File: config.mk
export PLATFORM = sky130hd
export DESIGN_NAME = ysyx_23060191_wbu
export DESIGN_NICKNAME = d
export VERILOG_FILES = /design/src/rtl/ysyx_23060191_wbu.sv
export SDC_FILE = /design/constraint.sdc
export NUM_CORES = 1
export LEC_CHECK = 0
export BUFFER_PORTS_ARGS = -buffer_cell sky130_fd_sc_hd__buf_4
export CAP_MARGIN = 15
export CORE_AREA = 2 2 186 188
export CTS_CLUSTER_DIAMETER = 120
export DETAILED_ROUTE_END_ITERATION = 16
export DIE_AREA = 0 0 188 190
export SLEW_MARGIN = 10
export SYNTH_ARGS = -nofsm -noshare
export SYNTH_HDL_FRONTEND = slang
export SYNTH_SLANG_ARGS = --single-unit
File: constraint.sdc
create_clock -name i_clk -period 4.69 [get_ports i_clk]
set_input_delay 0.7035 -clock i_clk [delete_from_list [all_inputs] [get_ports i_clk]]
set_output_delay 0.7035 -clock i_clk [all_outputs]
set_load 0.01 [all_outputs]
File: src/rtl/ysyx_23060191_wbu.sv
// ysyx_23060191_wbu: write-back unit retiring one EXU packet at a time and owning the machine CSRs
module ysyx_23060191_wbu #(
    parameter int CPU_WIDTH = 32,
    parameter int REG_ADDR_WIDTH = 5,
    parameter logic [CPU_WIDTH-1:0] MCAUSE_ECALL = 32'd11,
    parameter logic [CPU_WIDTH-1:0] MSTATUS_RST = 32'h1800
) (
    input  logic                      i_clk,
    input  logic                      i_rst,
    input  logic                      i_valid,
    output logic                      o_ready,
    input  logic [CPU_WIDTH-1:0]      i_pc,
    input  logic [CPU_WIDTH-1:0]      i_next_pc,
    input  logic [CPU_WIDTH-1:0]      i_exu_res,
    input  logic [REG_ADDR_WIDTH-1:0] i_rd,
    input  logic                      i_rd_wen,
    input  logic [CPU_WIDTH-1:0]      i_csr_res,
    input  logic                      i_csr_res_en,
    input  logic [11:0]               i_csr_waddr,
    input  logic                      i_is_ecall,
    input  logic                      i_is_mret,
    input  logic [11:0]               i_csr_raddr,
    output logic [CPU_WIDTH-1:0]      o_csr_rdata,
    output logic                      o_rf_wen,
    output logic [REG_ADDR_WIDTH-1:0] o_rf_waddr,
    output logic [CPU_WIDTH-1:0]      o_rf_wdata,
    output logic                      o_commit,
    output logic [CPU_WIDTH-1:0]      o_commit_pc,
    output logic [CPU_WIDTH-1:0]      o_next_pc
);

    localparam logic [11:0] CSR_MSTATUS = 12'h300;
    localparam logic [11:0] CSR_MTVEC   = 12'h305;
    localparam logic [11:0] CSR_MEPC    = 12'h341;
    localparam logic [11:0] CSR_MCAUSE  = 12'h342;

    typedef enum logic [1:0] {IDLE, WB, TRAP} state_t;

    state_t state, next_state;

    logic [CPU_WIDTH-1:0]      pc_q, next_pc_q, exu_res_q, csr_res_q;
    logic [REG_ADDR_WIDTH-1:0] rd_q;
    logic                      rd_wen_q, csr_res_en_q, ecall_q, mret_q;
    logic [11:0]               csr_waddr_q;
    logic [CPU_WIDTH-1:0]      mstatus, mtvec, mepc, mcause;

    // State register
    always_ff @(posedge i_clk) begin
        if (i_rst) state <= IDLE;
        else       state <= next_state;
    end

    // Next state and strobes; strobes are masked during reset so an aborted packet never retires
    always_comb begin
        next_state  = IDLE;
        o_ready     = state == IDLE;
        o_rf_wen    = 1'b0;
        o_commit    = 1'b0;
        o_next_pc   = '0;
        o_rf_waddr  = rd_q;
        o_rf_wdata  = exu_res_q;
        o_commit_pc = pc_q;
        case (state)
            IDLE: begin
                next_state = i_valid ? WB : IDLE;
            end
            WB: begin
                next_state = ecall_q ? TRAP : IDLE;
                o_rf_wen   = !i_rst && rd_wen_q && rd_q != '0;
                o_commit   = !i_rst && !ecall_q;
                o_next_pc  = ecall_q ? '0 : mret_q ? mepc : next_pc_q;
            end
            TRAP: begin
                o_commit  = !i_rst;
                o_next_pc = mtvec;
            end
            default: next_state = IDLE;
        endcase
    end

    // Packet latch, only loaded on an IDLE handshake
    always_ff @(posedge i_clk) begin
        if (i_rst) begin
            pc_q         <= '0;
            next_pc_q    <= '0;
            exu_res_q    <= '0;
            csr_res_q    <= '0;
            rd_q         <= '0;
            rd_wen_q     <= 1'b0;
            csr_res_en_q <= 1'b0;
            csr_waddr_q  <= '0;
            ecall_q      <= 1'b0;
            mret_q       <= 1'b0;
        end else if (state == IDLE && i_valid) begin
            pc_q         <= i_pc;
            next_pc_q    <= i_next_pc;
            exu_res_q    <= i_exu_res;
            csr_res_q    <= i_csr_res;
            rd_q         <= i_rd;
            rd_wen_q     <= i_rd_wen;
            csr_res_en_q <= i_csr_res_en;
            csr_waddr_q  <= i_csr_waddr;
            ecall_q      <= i_is_ecall;
            mret_q       <= i_is_mret;
        end
    end

    // CSR updates: ECALL beats MRET beats plain CSR write; trap entry finishes in TRAP
    always_ff @(posedge i_clk) begin
        if (i_rst) begin
            mstatus <= MSTATUS_RST;
            mtvec   <= '0;
            mepc    <= '0;
            mcause  <= '0;
        end else if (state == WB) begin
            if (ecall_q) begin
                mepc <= csr_res_q;
            end else if (mret_q) begin
                mstatus[3] <= mstatus[7];
                mstatus[7] <= 1'b1;
            end else if (csr_res_en_q) begin
                case (csr_waddr_q)
                    CSR_MSTATUS: mstatus <= csr_res_q;
                    CSR_MTVEC:   mtvec   <= csr_res_q;
                    CSR_MEPC:    mepc    <= csr_res_q;
                    CSR_MCAUSE:  mcause  <= csr_res_q;
                    default: ;
                endcase
            end
        end else if (state == TRAP) begin
            mcause     <= MCAUSE_ECALL;
            mstatus[7] <= mstatus[3];
            mstatus[3] <= 1'b0;
        end
    end

    // Register-only CSR read; one packet in flight makes forwarding unnecessary
    always_comb begin
        o_csr_rdata = i_csr_raddr == CSR_MSTATUS ? mstatus :
                      i_csr_raddr == CSR_MTVEC   ? mtvec   :
                      i_csr_raddr == CSR_MEPC    ? mepc    :
                      i_csr_raddr == CSR_MCAUSE  ? mcause  : '0;
    end

endmodule

* Yosys cells after proc, flatten, opt, wreduce, memory -nomap -nowiden *
Index checks and enable logic that the tools add are counted.

storage, ports and cells
  bits in registers = 279
  input port bits = 164
  logic and storage cells = 84

operators by class
  reductions and logical operators = 16
  muxes and demuxes = 33
  equal/unequal tests = 17
  bitwise logic cells = 2

operators by type and width
  kind                    count
  $mux W32                16
  $eq A12 B10 Y1 const B  8
  $pmux W32 S2            1
  $mux W8                 3
  $reduce_and A5 Y1       3
  $mux W1                 8
  $ne A2 B2 Y1 const B    4
  $reduce_and A4 Y1       2
  $mux W3                 2
  $reduce_bool A2 Y1      3
  $reduce_bool A5 Y1      1
  $logic_and A1 B1 Y1     4
  $pmux W2 S2             1
  $ne A3 B2 Y1 const B    1
  $ne A3 B3 Y1 const B    1
  $eq A2 B1 Y1 const B    1
  $eq A2 B2 Y1 const B    1
  $logic_not A1 Y1        2
  $logic_not A2 Y1        1
  $mux W2                 1
  $ne A2 B1 Y1 const B    1
  $not A1 Y1              2
  $pmux W1 S2             1

* Longest topological paths before layout *
Gate-level depths: netlist (run 1).

  depth after elaboration = 6
  mapped depth = 9
  depth with buffers taken out = 6

* Least setup slack after synthesis (run 1) *
No wires, ideal clock.

  path kind = input-to-output
  start point = input i_csr_raddr[6]
  end point = output o_csr_rdata[10]
  cell stages on the path = 4
  data arrival time = 1913 ps
  path buffers = 1
  data required time = 3987 ps
  path slack = 2074 ps
  cell sequence = or4_1 > nor2_1 > clkbuf_1 > o2bb2ai_1

between the ends
  longest elaborated chain between the ends = 5
  elaborated cells between the ends (all ways) = 8
  those cells by class = eq/ne (4); mux (4)

ends and longest elaborated chain
  item            line  source
  from (decl)     22    input logic [11:0] i_csr_raddr,
  $eq A12 B10 Y1  142   i_csr_raddr == CSR_MCAUSE ? mcause : '0;
  $mux W32        142
  $mux W32        141   i_csr_raddr == CSR_MEPC ? mepc :
  $mux W32        140   i_csr_raddr == CSR_MTVEC ? mtvec :
  $mux W32 (*)    139   o_csr_rdata = i_csr_raddr == CSR_MSTATUS ? mstatus :
  to (decl)       23    output logic [CPU_WIDTH-1:0] o_csr_rdata,

Every way passes the cells marked *; elsewhere a longest branch is shown, timed or not.

* Worst setup path in the final report (run 1) *
  start point = input i_csr_raddr[5]
  end point = output o_csr_rdata[9]

The elaborated chain is that of the path after synthesis.

==> results.json, run 1 <==
{
  "peakVddDrop_v": 0.000289,
  "port_buffers": 299,
  "period_share": 0.727,
  "place_hpwl_um": 24500,
  "power_frac_comb": 0.089,
  "cts_tree": "yes",
  "grt_setup_unrepaired": "false",
  "synth_cells": 1403,
  "clkPwrFrac": 0.451,
  "intPower_mw": 4.16,
  "viasPerCell": 5.16,
  "setup_violations": 0,
  "wl_um": 38600,
  "worst_path_most_repeated_cell": "buf_4",
  "drtIter0Drc": 728,
  "htreeDepth": 1,
  "die_x_um": 188,
  "ctsResizeCount": 0,
  "grt_max_degree": 102,
  "max_stage_delay_ns": 0.54,
  "via_count": 10900,
  "synth_top_area_frac": 0.480,
  "critical_path.max_fanout": 33,
  "syn_avg_cell_area_sq_um": 8.30,
  "reg2regPathDepth": 7,
  "cts.reportedPaths.clkPinSlew_ns": 0.06,
  "drive_gt1_frac": 0.236,
  "cts_buffer_depth": 3,
  "cts_buffers": 31,
  "antenna_found_initial": 1,
  "slew_headroom": 0.210,
  "final.setup.tns_ns": 0,
  "hold_viol": 0,
  "firstDrtPassIters": 6,
  "ys_warn_count": 0,
  "leakage_nw": 6.07,
  "ys_seq_area_frac": 0.480,
  "drc_errors": 0,
  "grt_usage": 0.210,
  "synth_fp_nets": 1570,
  "async_reset_ff_frac": 0,
  "ys_ff_latch": 279,
  "tightest_slew_ns": 1.19,
  "die_y_um": 190,
  "worst_setup_path_start_kind": "input port",
  "grt_overflow_total": 0,
  "status": "completed",
  "insertion_delay_ns": 0.55,
  "slew_violations": 0,
  "synth-edff-count": 0,
  "max_freq_ghz": 0.293,
  "post_cts_buffers": 0,
  "synthTopCellsByArea": "dfxtp_1 48%, nand2_1 14%, mux2i_1 8.0%, a21oi_1 7.9%, clkbuf_1 3.0%",
  "grt_pass1_vias": 10700,
  "ios": 300,
  "finalNetCount": 1796,
  "post-route-cell-area_sq_um": 15200,
  "cp-startpoint": "i_csr_raddr[5]",
  "netSwitchingFraction": 0.240,
  "cp_cell_sequence": "buf_4 -> nor4_1 -> nand4_1 -> buf_4 -> nor2_4 -> buf_4 -> o2bb2ai_1 -> buf_4",
  "hold_class": "input port to register",
  "worstPathRequired_ns": 3.99,
  "grt_pass1_wl_um": 60400,
  "synth_top_cell_by_area": "dfxtp_1",
  "r2r-end": "mstatus[14]$_SDFFE_PP0P_",
  "wl_per_cell_um": 18.3,
  "cts-root-buf": "clkbuf_16",
  "maxCapViolCount": 0,
  "coreArea_sq_um": 33900,
  "worst-setup-path-type": "input port to output pin",
  "timing.rr.start": "state[1]$_SDFF_PP0_",
  "endpoint_kind": "output pin",
  "synth_cell_types": 49,
  "area_growth_pct": 30.7,
  "rrSetupSlack_ns": 1.51,
  "ys.flop_type": "dfxtp_1",
  "crit_arrival_ns": 2.71,
  "place_area_sq_um": 14200,
  "crit_path_end": "o_csr_rdata[9]",
  "initial_core_util": 0.343,
  "clock_sinks": 279,
  "cp_slowest_cell": "nor2_4",
  "fin_crit_ns": 3.41,
  "share_seq_of_total_power": 0.460,
  "drtAntennaViolNets": 0,
  "finalClockSkew_ns": 0.0108,
  "cts_hold_buf": 0,
  "rows": 68,
  "die_area_sq_um": 35700,
  "pwr_density_cell_nw_per_um2": 359,
  "switching_power_mw": 1.31,
  "netlist_area_sq_um": 11600,
  "finalWeightedCongestion": 0.790
}
[worst max-delay path, delay by kind of cell]
family	cells	cell delay, ns
compound gates	1	0.16
buf+inv	4	0.91
simple gates	3	0.93
[kinds of logic (layout without fill, tap and decap cells)]
logic type / after synthesis / after routing / synth area share
mux: 93 / 93 / 0.0800
flops: 279 / 279 / 0.480
buf+inv: 132 / 380 / 0.0469
fa+ha+maj: 3 / 3 / 0.00323
other cells: 0 / 1 / 0
simple gates: 540 / 540 / 0.199
compound gates: 356 / 356 / 0.191
[per-layer routing]
layer / track usage / vias to the layer above / wire length, um
li1: - / 5303 / -
met1: 0.270 / 5130 / 16500
met2: 0.357 / 393 / 18400
met3: 0.0463 / 56 / 2750
met4: 0.0551 / 0 / 918
met5: 0 / - / 0
[cell usage after synthesis, types with 7 or more instances]
master and number:
nand3_1 35, nand2_1 427, o2bb2ai_1 32, mux2i_1 93, a222oi_1 32, dfxtp_1 279, nor2_1 10, buf_2 12
a22o_1 29, and2_1 35, buf_4 7, o21ai_0 65, inv_1 7, buf_1 10, a21oi_1 183, clkbuf_1 93
[layout make-up]
type | instances | area (sq um)
Fill cell | 3381 | 18700
Multi-Input combinational cell | 992 | 5600
Tap cell | 455 | 569
Sequential cell | 279 | 5590
Clock buffer | 44 | 905
Clock inverter | 11 | 130
Timing Repair Buffer | 317 | 2400
Antenna cell | 1 | 2.50
Inverter | 8 | 31.3
[power groups by stage]
stage	Combinational, mW	Clock [mW]	Sequential [mW]
finish	0.487	2.47	2.52
global route	0.539	2.63	2.53
CTS	0.494	2.53	2.51
floorplan	0.237	0	2.56
global placement	0.488	0	2.56
detailed placement	0.493	0	2.57
[how the worst min path moves through the flow]
stage | from | end | depth (start not counted)
3_5_place_dp | o_rf_wdata[6]$_SDFFE_PP0P_ | o_rf_wdata[6]$_SDFFE_PP0P_ | 2
2_1_floorplan | mstatus[0]$_SDFFE_PP0P_ | mstatus[0]$_SDFFE_PP0P_ | 2
3_3_place_gp | mstatus[1]$_SDFFE_PP0P_ | mstatus[1]$_SDFFE_PP0P_ | 2
6_report | i_pc[20] | o_commit_pc[20]$_SDFFE_PP0P_ | 3
5_1_grt | i_csr_res[21] | csr_res_q[21]$_SDFFE_PP0P_ | 3
4_1_cts | i_next_pc[28] | next_pc_q[28]$_SDFFE_PP0P_ | 3
[per-stage QoR]
stage / power [mW] / hold slack [ns] / util / instances / setup WS, ns
after CTS: 5.54 / 0.368 / 0.448 / 2106 / 1.27
after floorplan: 2.80 / 0.435 / - / 1403 / 2.07
after global routing: 5.69 / 0.373 / 0.448 / 2107 / 1.09
after global placement: 3.05 / 0.442 / 0.418 / 2051 / 1.28
after detailed placement: 3.06 / 0.447 / 0.418 / 2051 / 1.27
final: 5.47 / 0.393 / 0.448 / 2107 / 1.28
[layout by cell type, fill, tap and decap left out, types with 2 or more instances in the layout]
cell type and count:
bufinv_16 3, nor2b_1 4, nor4_1 2, nand3_1 35, nand4_1 3, dfxtp_1 278
clkinv_2 9, buf_4 315, nor4b_4 2, a22o_1 29, o21ai_0 65, nor2_1 9
a311oi_1 3, clkbuf_1 5, mux2i_1 93, o2bb2ai_1 32, and4_2 2, nor3_1 3
a21oi_1 183, clkbuf_8 8, ha_1 2, and2_1 33, a222oi_1 32, inv_1 7
nand2_1 426, clkbuf_16 31, a211oi_1 3, o211ai_1 2, or4_1 2, nor3_2 2
[sequential cells by signal, indices dropped and copies added (netlist names)]
signal	flops
csr_res_q	32
mstatus	32
ecall_q	1
mepc	32
rd_wen_q	1
o_rf_wdata	32
next_pc_q	32
o_commit_pc	32
state	2
o_rf_waddr	5
mret_q	1
mtvec	32
csr_res_en_q	1
mcause	32
csr_waddr_q	12
(Power assumes the default switching activity.)
==> run 2: changes to the inputs <==
--- a/config.mk
+++ b/config.mk
@@ -5,12 +5,13 @@
 export SDC_FILE = /design/constraint.sdc
 export NUM_CORES = 1
 export LEC_CHECK = 0
+export ABC_AREA = 1
 export BUFFER_PORTS_ARGS = -buffer_cell sky130_fd_sc_hd__buf_4
 export CAP_MARGIN = 15
-export CORE_AREA = 2 2 186 188
+export CORE_AREA = 2 2 190 192
 export CTS_CLUSTER_DIAMETER = 120
 export DETAILED_ROUTE_END_ITERATION = 16
-export DIE_AREA = 0 0 188 190
+export DIE_AREA = 0 0 192 194
 export SLEW_MARGIN = 10
 export SYNTH_ARGS = -nofsm -noshare
 export SYNTH_HDL_FRONTEND = slang
==> constraint.sdc (replaced) <==
create_clock -name i_clk -period 3 [get_ports i_clk]
set_input_delay 0.45 -clock i_clk [delete_from_list [all_inputs] [get_ports i_clk]]
set_output_delay 0.45 -clock i_clk [all_outputs]
set_load 0.01 [all_outputs]
==> run 2 against run 1 <==
Effect of this change:
- register-to-register slack got worse by 0.91 ns
- synthesized cell count grew 23%
- count of clock-buffer cells in the layout is 2 higher
- non-clock buffer count rose by 26
- global-route usage is 1.6 points higher
- sequential cell count is the same
- via count increased by 16%
- critical path depth shrank 2
- core utilization increased by 0.76 points
- area after synthesis increased by 4.6%
- sequential power rose by 59%
- combinational power is 110% higher
- largest power group is now the clock network
- highest routed layer unchanged
==> results.json, run 2 <==
{
  "netlist_area_sq_um": 12200,
  "cts_buffer_depth": 3,
  "hold_class": "input port to register",
  "hold_end": "next_pc_q[2]$_SDFFE_PP0P_",
  "slew_violations": 0,
  "synth-edff-count": 0,
  "synthTopCellsByArea": "dfxtp_1 46%, nand3_1 11%, nor2_1 8.6%, o21ai_0 8.6%, a21oi_1 7.9%",
  "wl_met2_um": 20500,
  "status": "completed",
  "grt_pass1_vias": 12100,
  "drtIter0Drc": 910,
  "diodes": 0,
  "finalNetCount": 2130,
  "grt_overflow_total": 0,
  "dr_wl_met3_um": 3370,
  "ios": 300,
  "die_x_um": 192,
  "worst_setup_path_start_kind": "register",
  "critical_path.max_fanout": 25,
  "ys_seq_area_frac": 0.459,
  "crit_arrival_ns": 2.29,
  "synth_top_area_frac": 0.459,
  "wl_um": 43500,
  "hold-worst-slack_ns": 0.195,
  "timing.rr.start": "state[1]$_SDFF_PP0_",
  "worstHoldStart": "i_next_pc[2]",
  "drc_errors": 0,
  "cts_hold_buf": 0,
  "final.setup.tns_ns": 0,
  "die_y_um": 194,
  "ys.flop_type": "dfxtp_1",
  "cts_buffers": 34,
  "max_stage_delay_ns": 0.68,
  "yosysMostFrequentCell": "nor2_1",
  "layout_commonest_cell": "buf_4",
  "finalWeightedCongestion": 0.851,
  "maxCapViolCount": 0,
  "area_growth_pct": 31.9,
  "syn_avg_cell_area_sq_um": 7.05,
  "cp_slowest_cell": "ha_2",
  "netSwitchingFraction": 0.246,
  "clkPwrFrac": 0.464,
  "leakage_nw": 6.73,
  "wl_per_cell_um": 17.8,
  "via_count": 12600,
  "antenna_found_initial": 0,
  "place_hpwl_um": 29400,
  "viasPerCell": 5.17,
  "pwr_density_cell_nw_per_um2": 585,
  "die_area_sq_um": 37200,
  "synth_top_cell_by_area": "dfxtp_1",
  "wl_met1_um": 18600,
  "firstDrtPassIters": 5,
  "clock_sinks": 279,
  "place_ws_ns": 0.500,
  "grt_pass1_wl_um": 67200,
  "r2r-end": "mcause[1]$_SDFFE_PP0P_",
  "cts.reportedPaths.clkPinSlew_ns": 0.06,
  "highest_layer": "met4",
  "port_buffers": 299,
  "rrSetupSlack_ns": 0.60,
  "worst-setup-path-type": "register to output pin",
  "switching_power_mw": 2.32,
  "drtAntennaViolNets": 0,
  "cts-root-buf": "clkbuf_16",
  "finalClockSkew_ns": 0.00582,
  "drive_gt1_frac": 0.208,
  "cp_cell_sequence": "inv_1 -> ha_2 -> buf_4 -> nand2_1 -> a21oi_1 -> buf_4",
  "hold_viol": 0,
  "ys_warn_count": 0,
  "insertion_delay_ns": 0.50,
  "grt_setup_unrepaired": "false",
  "async_reset_ff_frac": 0,
  "slew_headroom": 0.497,
  "share_seq_of_total_power": 0.426,
  "initial_core_util": 0.346,
  "grt_usage": 0.226,
  "setup_violations": 0,
  "synthTopCellsByCount": "280 x nor2_1, 279 x dfxtp_1, 261 x nand3_1",
  "synth_cells": 1727,
  "cts_tree": "yes",
  "peakVddDrop_v": 0.000353,
  "hold_path_depth": 3,
  "max_freq_ghz": 0.366,
  "power_frac_comb": 0.109,
  "post-route-cell-area_sq_um": 16100,
  "htreeDepth": 2,
  "mostFrequentLayoutCells": "336 x buf_4, 279 x nor2_1, 279 x dfxtp_1",
  "rows": 69,
  "critPathBufInv": 3,
  "endpoint_kind": "output pin",
  "synth_cell_types": 26,
  "finalWorstSetupSlack_ns": 0.264,
  "synth_fp_nets": 1894,
  "reg2regPathDepth": 9,
  "grt_max_degree": 92,
  "crit_family": "adder cells",
  "fill_cells": 3656,
  "period_share": 0.912,
  "post_cts_buffers": 0,
  "power.total_mw": 9.40,
  "place_area_sq_um": 14900,
  "fin_crit_ns": 2.74,
  "ys_ff_latch": 279,
  "coreArea_sq_um": 35200,
  "ctsResizeCount": 0,
  "worst_path_most_repeated_cell": "buf_4",
  "intPower_mw": 7.08,
  "tightest_slew_ns": 0.755,
  "worstPathRequired_ns": 2.55,
  "cp-startpoint": "state[0]$_SDFF_PP0_"
}
[run 2: cell type report]
cell class / instances / area (sq um) / area share
Tap cell: 461 / 577 / 0.0359
Inverter: 115 / 439 / 0.0274
Clock buffer: 46 / 1000 / 0.0623
Timing Repair Buffer: 343 / 2660 / 0.166
Sequential cell: 279 / 5590 / 0.348
Multi-Input combinational cell: 1190 / 5610 / 0.349
Clock inverter: 11 / 183 / 0.0114
[run 2: cell families after synthesis]
logic type / after synthesis / share of synthesized area
flip-flops: 279 / 0.459
AND/OR/NAND/NOR: 746 / 0.261
buffers and inverters: 258 / 0.0849
adder cells (fa/ha/maj): 3 / 0.00308
AO/OA/AOI/OAI: 441 / 0.192
[run 2: how the worst max path moves through the flow]
stage          slack (ns)  cells past startpoint               to
2_1_floorplan        1.11                      8   o_csr_rdata[1]
3_3_place_gp         0.49                      9  o_csr_rdata[27]
3_5_place_dp         0.50                      9  o_csr_rdata[27]
4_1_cts              0.26                      6    o_next_pc[15]
5_1_grt              0.12                      6    o_next_pc[15]
6_report             0.26                      6    o_next_pc[20]
[run 2: metal layers]
metal,vias up,track usage
met2,474,0.375
li1,6204,-
met1,5877,0.297
met4,0,0.0599
met3,77,0.0481
met5,-,0
[run 2: power groups by stage]
stage                     logic (mW)  registers, mW  clock network [mW]
after floorplan                0.509           4.09                   0
after global placement          1.02           4.08                   0
after detailed placement        1.03           4.09                   0
after CTS                       1.03           4.01                4.45
after global routing            1.13           4.03                4.61
final                           1.03           4.01                4.36
[run 2: stage by stage]
| stage | cells | util |
|---|---|---|
| 3_5_place_dp | 2388 | 0.422 |
| 3_3_place_gp | 2388 | 0.422 |
| 6_report | 2445 | 0.456 |
| 2_1_floorplan | 1727 | - |
| 4_1_cts | 2445 | 0.456 |
| 5_1_grt | 2445 | 0.456 |
[run 2: worst reg2reg max path, stage by stage, from the launching register on]
cell     delay [ns]
dfxtp_1        0.31
inv_1          0.07
ha_2           0.53
nand3_1        0.21
nor2_4         0.42
nand2_1        0.15
buf_4          0.24
nand2_1        0.21
o21ai_0        0.11
nor2_1         0.09
==> run 3: changes to the inputs <==
--- a/config.mk
+++ b/config.mk
@@ -9,6 +9,7 @@
 export BUFFER_PORTS_ARGS = -buffer_cell sky130_fd_sc_hd__buf_4
 export CAP_MARGIN = 15
 export CORE_AREA = 2 2 190 192
+export CTS_BUF_LIST = sky130_fd_sc_hd__clkbuf_8
 export CTS_CLUSTER_DIAMETER = 120
 export DETAILED_ROUTE_END_ITERATION = 16
 export DIE_AREA = 0 0 192 194
==> run 3 against run 2 <==
Effect of this change:
- worst setup slack worse by 0.087 ns
- largest power group is now registers
- cell area decreased by 0.84%
- clock power is 15% lower
- via count rose by 1.1%
==> results.json, run 3 (synthesized netlist as in run 2, its figures left out) <==
{
  "status": "completed",
  "die_x_um": 192,
  "leakage_nw": 6.74,
  "fin_crit_ns": 2.82,
  "grt_pass1_vias": 12200,
  "cts.reportedPaths.clkPinSlew_ns": 0.06,
  "grt_overflow_total": 0,
  "drive_gt1_frac": 0.216,
  "drtIter0Drc": 828,
  "initial_core_util": 0.346,
  "tightest_slew_ns": 0.754,
  "via_count": 12800,
  "area_growth_pct": 30.8,
  "post_cts_buffers": 0,
  "period_share": 0.941,
  "slew_headroom": 0.497,
  "grt_usage": 0.227,
  "peakVddDrop_v": 0.000288,
  "worst_setup_path_start_kind": "register",
  "place_hpwl_um": 29400,
  "hold-worst-slack_ns": 0.113,
  "cts-root-buf": "clkbuf_8",
  "finalNetCount": 2145,
  "finalClockSkew_ns": 0.0221,
  "post-route-cell-area_sq_um": 15900,
  "maxCapViolCount": 0,
  "cts_buffer_depth": 3,
  "wl_per_cell_um": 17.6,
  "hold_viol": 0,
  "htreeDepth": 2,
  "antenna_found_initial": 0,
  "drc_errors": 0,
  "rows": 69,
  "worst-setup-path-type": "register to output pin",
  "slew_violations": 0,
  "cts_tree": "yes",
  "clock_sinks": 279,
  "viasPerCell": 5.16,
  "place_area_sq_um": 14900,
  "cts_hold_buf": 0,
  "diodes": 0,
  "critical_path.max_fanout": 25,
  "pwr_density_cell_nw_per_um2": 548,
  "coreArea_sq_um": 35200,
  "stdcell_count": 2474,
  "crit_arrival_ns": 2.37,
  "drtAntennaViolNets": 0,
  "endpoint_kind": "output pin",
  "final.setup.tns_ns": 0,
  "grt_setup_unrepaired": "false",
  "fill_cells": 3694,
  "grt_pass1_wl_um": 67400,
  "port_buffers": 299,
  "final_core_util": 0.452,
  "ctsResizeCount": 0,
  "layout_commonest_cell": "buf_4",
  "setup_violations": 0,
  "post-place-cells": 2388,
  "insertion_delay_ns": 0.59,
  "die_y_um": 194,
  "finalWeightedCongestion": 0.851,
  "die_area_sq_um": 37200,
  "mostFrequentLayoutCells": "336 x buf_4, 279 x nor2_1, 279 x dfxtp_1",
  "wl_um": 43400,
  "ios": 300,
  "grt_max_degree": 92,
  "hold_class": "input port to register",
  "firstDrtPassIters": 6,
  "cts_buffers": 49,
  "max_freq_ghz": 0.354,
  "worstPathRequired_ns": 2.55,
  "hold_path_depth": 3,
  "reg2regPathDepth": 9
}
run 3: cell types whose count changed in the layout (fill, tap and decap cells not counted), sizes merged:
| cell | before | now |
|---|---|---|
| bufinv | 5 | 1 |
| clkbuf | 46 | 69 |
| inv | 115 | 127 |
| clkinv | 5 | 3 |
run 3: path summary, 6_finish.rpt:
| kind | from | to | slack, ns |
|---|---|---|---|
| worst max-delay path | state[0]$_SDFF_PP0_ | o_next_pc[20] | 0.18 |
| worst min-delay path | i_next_pc[2] | next_pc_q[2]$_SDFFE_PP0P_ | 0.11 |
| worst min register to register | mstatus[9]$_SDFFE_PP0P_ | mstatus[9]$_SDFFE_PP0P_ | 0.44 |
| worst max register to register | state[1]$_SDFF_PP0_ | mcause[1]$_SDFFE_PP0P_ | 0.58 |
run 3: per-layer routing:
layer,vias to the layer above,wire length (um),part of all wire,track usage
met5,-,0,0,0
met4,0,1030,0.024,0.0724
met3,77,3360,0.077,0.0519
met2,496,20500,0.47,0.376
met1,5951,18500,0.43,0.292
li1,6244,-,-,-
run 3: area by class of cell:
type,instances,area (sq um),area share
clock buffer,69,950,0.0596
tap,461,577,0.0362
clock inverter,17,97.6,0.00613
multi-input combinational,1190,5610,0.352
inverter,115,439,0.0276
sequential,279,5590,0.351
timing repair buffer,343,2660,0.167
run 3: critical path: stages, from the launching register on:
cell,delay [ns]
dfxtp_1,0.31
inv_1,0.08
ha_2,0.68
buf_4,0.30
nand2_1,0.07
a21oi_1,0.19
buf_4,0.15
run 3: metrics by stage:
stage               setup slack (ns)  total power, mW
global route                  0.0219             9.12
global placement               0.488             5.10
CTS                            0.164             8.83
floorplan                       1.11             4.60
detailed placement             0.500             5.12
finish                         0.177             8.73
run 3: power breakdown:
part / internal, mW / leakage, nW / switching [mW]
registers: 3.89 / 2.28 / 0.126
logic: 0.444 / 3.87 / 0.583
clock network: 2.11 / 0.586 / 1.59
total: 6.44 / 6.74 / 2.30
